--- src/rtl/fifo_rr_arbiter.sv ---
// Round-robin push arbiter and flush sequencer in front of one shared FIFO.
// Tracks FIFO occupancy locally so pushes never hit a full FIFO and pops never underflow.
module fifo_rr_arbiter #(
  parameter int WIDTH = 8,
  parameter int DEPTH = 8,
  parameter int NREQ  = 4
) (
  input  logic                       clk,
  input  logic                       rst,
  input  logic [NREQ-1:0]            req,
  input  logic [NREQ*WIDTH-1:0]      req_data,
  output logic [NREQ-1:0]            gnt,
  input  logic                       cons_pop,
  input  logic                       flush,
  output logic                       flush_done,
  output logic                       fifo_push,
  output logic [WIDTH-1:0]           fifo_data_in,
  output logic                       fifo_pop,
  output logic [$clog2(DEPTH+1)-1:0] count,
  output logic                       busy,
  output logic                       err
);

  localparam int CW = $clog2(DEPTH+1);
  localparam int PW = (NREQ > 1) ? $clog2(NREQ) : 1;
  localparam logic [CW-1:0] FULL = CW'(DEPTH);
  localparam logic [PW-1:0] LAST = PW'(NREQ-1);

  typedef enum logic [1:0] {RUN, FLUSH, DONE} state_t;

  state_t        state;
  logic [PW-1:0] ptr;
  logic [PW-1:0] gnt_idx;
  logic          gnt_any;
  logic          pop;
  logic          underflow;
  logic [CW-1:0] count_next;

  // Rotating priority search starting at ptr; the pop input is deliberately
  // not consulted so a slot freed this cycle is only reusable next cycle.
  always_comb begin
    int idx;
    idx     = 0;
    gnt_idx = '0;
    gnt_any = 1'b0;
    if (!rst && state == RUN && count != FULL) begin
      for (int k = 0; k < NREQ; k++) begin
        idx = (int'(ptr) + k) % NREQ;
        if (!gnt_any && req[PW'(idx)]) begin
          gnt_any = 1'b1;
          gnt_idx = PW'(idx);
        end
      end
    end
  end

  assign gnt          = gnt_any ? (NREQ'(1) << gnt_idx) : '0;
  assign fifo_push    = gnt_any;
  assign fifo_data_in = gnt_any ? req_data[int'(gnt_idx)*WIDTH +: WIDTH] : '0;

  always_comb begin
    pop       = 1'b0;
    underflow = 1'b0;
    if (!rst) begin
      case (state)
        RUN: begin
          pop       = cons_pop && (count != '0);
          underflow = cons_pop && (count == '0);
        end
        FLUSH:   pop = (count != '0);
        default: pop = 1'b0;
      endcase
    end
  end

  assign fifo_pop = pop;

  always_comb begin
    case ({fifo_push, pop})
      2'b10:   count_next = count + 1'b1;
      2'b01:   count_next = count - 1'b1;
      default: count_next = count;
    endcase
  end

  // Drain completion looks at post-pop occupancy, so the last pop and the
  // move to DONE land on the same edge.
  always_ff @(posedge clk or posedge rst) begin
    if (rst) begin
      state      <= RUN;
      ptr        <= '0;
      count      <= '0;
      err        <= 1'b0;
      flush_done <= 1'b0;
      busy       <= 1'b0;
    end else begin
      count <= count_next;
      if (gnt_any) ptr <= (gnt_idx == LAST) ? '0 : gnt_idx + 1'b1;
      if (underflow) err <= 1'b1;
      case (state)
        RUN: begin
          if (flush) begin
            state <= FLUSH;
            busy  <= 1'b1;
          end
        end
        FLUSH: begin
          if (count_next == '0) begin
            state      <= DONE;
            flush_done <= 1'b1;
          end
        end
        DONE: begin
          state      <= RUN;
          flush_done <= 1'b0;
          busy       <= 1'b0;
        end
        default: begin
          state      <= RUN;
          flush_done <= 1'b0;
          busy       <= 1'b0;
        end
      endcase
    end
  end

endmodule

--- config.mk ---
export PLATFORM = sky130hd
export DESIGN_NAME = fifo_rr_arbiter
export DESIGN_NICKNAME = d
export VERILOG_FILES = /design/src/rtl/fifo_rr_arbiter.sv
export SDC_FILE = /design/constraint.sdc
export NUM_CORES = 1
export LEC_CHECK = 0
export CAP_MARGIN = 10
export CORE_MARGIN = 2
export CORE_UTILIZATION = 43
export DETAILED_ROUTE_END_ITERATION = 6
export PLACE_DENSITY = 0.87
export SLEW_MARGIN = 20
export SYNTH_ARGS = -nofsm -noshare
export SYNTH_HDL_FRONTEND = slang
export SYNTH_SLANG_ARGS = --single-unit
--- constraint.sdc ---
create_clock -name clk -period 9.5 [get_ports clk]
set_clock_uncertainty 0.1 [all_clocks]
set_input_delay 1.425 -clock clk [delete_from_list [all_inputs] [get_ports clk]]
set_output_delay 1.425 -clock clk [all_outputs]
set_load 0.005 [all_outputs]
==> impl_metrics.tcl <==
set metrics [dict create \
    run_status "complete, no violations" \
    diodes 0 \
    p_leak_uw 0.000703 \
    rows 18 \
    hold_end "err" \
    postCtsHoldBufs 0 \
    cts_setup_buffers 0 \
    min_path_cells 1 \
    dieArea_mm2 0.00313 \
    final_cell_mix "60 x clkdlybuf4s50_1, 11 x dfrtp_1, 9 x inv_1" \
    routed_wl_um 3270 \
    layout-drive-gt1-share_pct 14.1 \
    dpl.hpwl_um 2630 \
    max_slew.worst_pin.slew_ps 623 \
    pwr-share-clk_pct 7.7 \
    numPortBuffers 60 \
    crit_fanout 11 \
    grt_pass1_vias 1136 \
    power_density_mw_per_mm2 224 \
    cts_resized 0 \
    grt_pass1_wl_um 5150 \
    cts_inserted_buffers 3 \
    drt_iter0_markers 25 \
    worstSetupPathType "in -> out" \
    setup_viol 0 \
    grt_usage_pct 20.3 \
    reg2reg_setup_slack_ps 6080 \
    ant_nets 0 \
    pwr-share-seq_pct 26.8 \
    syn_area_per_cell_um2 9.75 \
    area_growth_pct 54.3 \
    synth_cell_types 45 \
    worst_ep_required_time_ps 7980 \
    start_kind "primary input" \
    clock_sinks 11 \
    design_area_mm2 0.00179 \
    p_sw_uw 163 \
    final_common_cell "clkdlybuf4s50_1" \
    place_congestion 0.896 \
    start_util_pct 46.0 \
    ys_async_sr_fraction_pct 100 \
    r2r_end "flush_done" \
    setup-tns-final_ps 0 \
    hold_viol_final 0 \
    combinationalPowerShare_pct 65.5 \
    grt-ovfl-total 0 \
    cpPeakStageDelay_ps 530 \
    worst_ir_drop_vdd_v 0.000199 \
    drv_cap 0 \
    finalNetCount 224 \
    synth-seq-cells 11 \
    io_pins 61 \
    synth_ff_type "dfrtp_1" \
    slowest_stage "clkdlybuf4s50_1" \
    die_h_um 55.9 \
    drtPass1Iterations 4 \
    clkTransAtPathRegs_ps 70 \
    switching_share_pct 40.8 \
    cts_root_buf "clkbuf_4" \
    antenna_found_initial 0 \
    clk_latency_ps 260 \
    clk_path_buf_depth 2 \
    viasPerCell 5.74 \
    die_w_um 55.9 \
    rsz0062_at_grt "no" \
    synth_edf_count 0 \
    end_kind "primary output" \
    worstPathCellList "clkdlybuf4s50_1 > or3_4 > a21oi_1 > o31ai_1 > a21oi_4 > mux4_2 > and2_1 > clkdlybuf4s50_1" \
    hp-start "err" \
    place_ws_ps 3800 \
    cp-startpoint "rst" \
    placed_area_mm2 0.00176 \
    num_vias 1188 \
    layout_setup_ws_ps 3780 \
    max_slew_margin_pct 58.5 \
    fmax_mhz 175 \
    syn_area_mm2 0.00116 \
    cts_max_level 1 \
    rr_worst_depth 10 \
    drc 0 \
    grt_max_degree 12 \
    syn_inst 119 \
    ys_seq_area_share_pct 23.7 \
    synth_fp_nets 165 \
    power.total_uw 400 \
    wl_per_cell_um 15.8 \
    rr_startpoint "state[1]" \
    cts_tree "done" \
    fin_crit_sh_pct 60.2 \
    drv_slew 0 \
    intPower_uw 237 \
    yosysWarnings 0 \
    period_minus_slack_ps 5720 \
    hold_path_class "reg -> reg" \
    arrival_ps 4200 \
    core_mm2 0.00252 \
    crit_top_cell "clkdlybuf4s50_1" \
]
[kinds of logic after synthesis]
family	Yosys count	share of synthesized area, %
XOR/XNOR	4	3.02
multiplexers	10	17.5
flip-flops	11	23.7
AND/OR/NAND/NOR	50	26.8
buffers and inverters	15	5.93
AO/OA/AOI/OAI	23	16.6
adder cells (fa/ha/maj)	6	6.47
[sequential cells by signal, indices dropped and copies added, names as in the netlist]
name,flops
count,4
flush_done,1
busy,1
ptr,2
err,1
state,2
[Yosys cell counts, drive strengths merged, types with 2 or more instances]
| library cell | instances | area [µm²] |
|---|---|---|
| nor3b | 3 | 22.5 |
| nand2 | 6 | 22.5 |
| and2 | 8 | 50.1 |
| inv | 9 | 33.8 |
| ha | 6 | 75.1 |
| dfrtp | 11 | 275 |
| a21oi | 6 | 41.3 |
| nor4 | 4 | 31.3 |
| o21ai | 2 | 13.8 |
| and3 | 4 | 25.0 |
| nor3 | 3 | 15.0 |
| xor2 | 2 | 17.5 |
| buf | 5 | 31.3 |
| o22ai | 2 | 18.8 |
| nor2 | 8 | 30.0 |
| or3 | 2 | 22.5 |
| mux4 | 8 | 180 |
| nand2b | 5 | 31.3 |
| xnor2 | 2 | 17.5 |
| or4b | 2 | 23.8 |
| mux2 | 2 | 22.5 |
| a211oi | 3 | 27.5 |
[per-stage QoR]
stage	utilization, %	std cells	hold WS (ps)
2_1_floorplan	-	119	366
3_3_place_gp	69.9	203	352
3_5_place_dp	69.9	203	389
4_1_cts	70.9	207	405
5_1_grt	70.9	207	428
6_report	70.9	207	389
[routing by layer]
metal	up-vias	global-route usage (%)	wire, µm
li1	564	-	-
met4	0	3.74	23
met1	555	26.3	1480
met5	-	0	0
met3	4	2.79	217
met2	65	36.4	1550
[worst max-delay path: cells and delay by family]
family          cells  cell delay (ps)
mux                 1              360
buf+inv             2              970
compound gates      3              880
simple gates        2              560
[power groups by stage]
stage,Sequential (µW),Combinational (µW),Clock (µW)
3_3_place_gp,105,254,0
3_5_place_dp,107,262,0
4_1_cts,106,265,31.9
5_1_grt,111,287,33.8
6_report,107,262,30.9
2_1_floorplan,86.8,193,0
[worst max path at each step]
stage | slack [ps] | endpoint | cells past startpoint
floorplan | 4950 | fifo_data_in[0] | 7
global placement | 3920 | fifo_data_in[6] | 8
detailed placement | 3800 | fifo_data_in[3] | 8
CTS | 3790 | fifo_data_in[3] | 8
global route | 3630 | fifo_data_in[6] | 8
finish | 3780 | fifo_data_in[3] | 8
[layout make-up]
type,count,area [µm²]
multi-input combinational,93,816
fill,195,733
timing repair buffer,60,601
sequential,11,275
tap,30,37.5
inverter,9,33.8
clock buffer,4,26.3
Power figures use the tool's default switching activity.
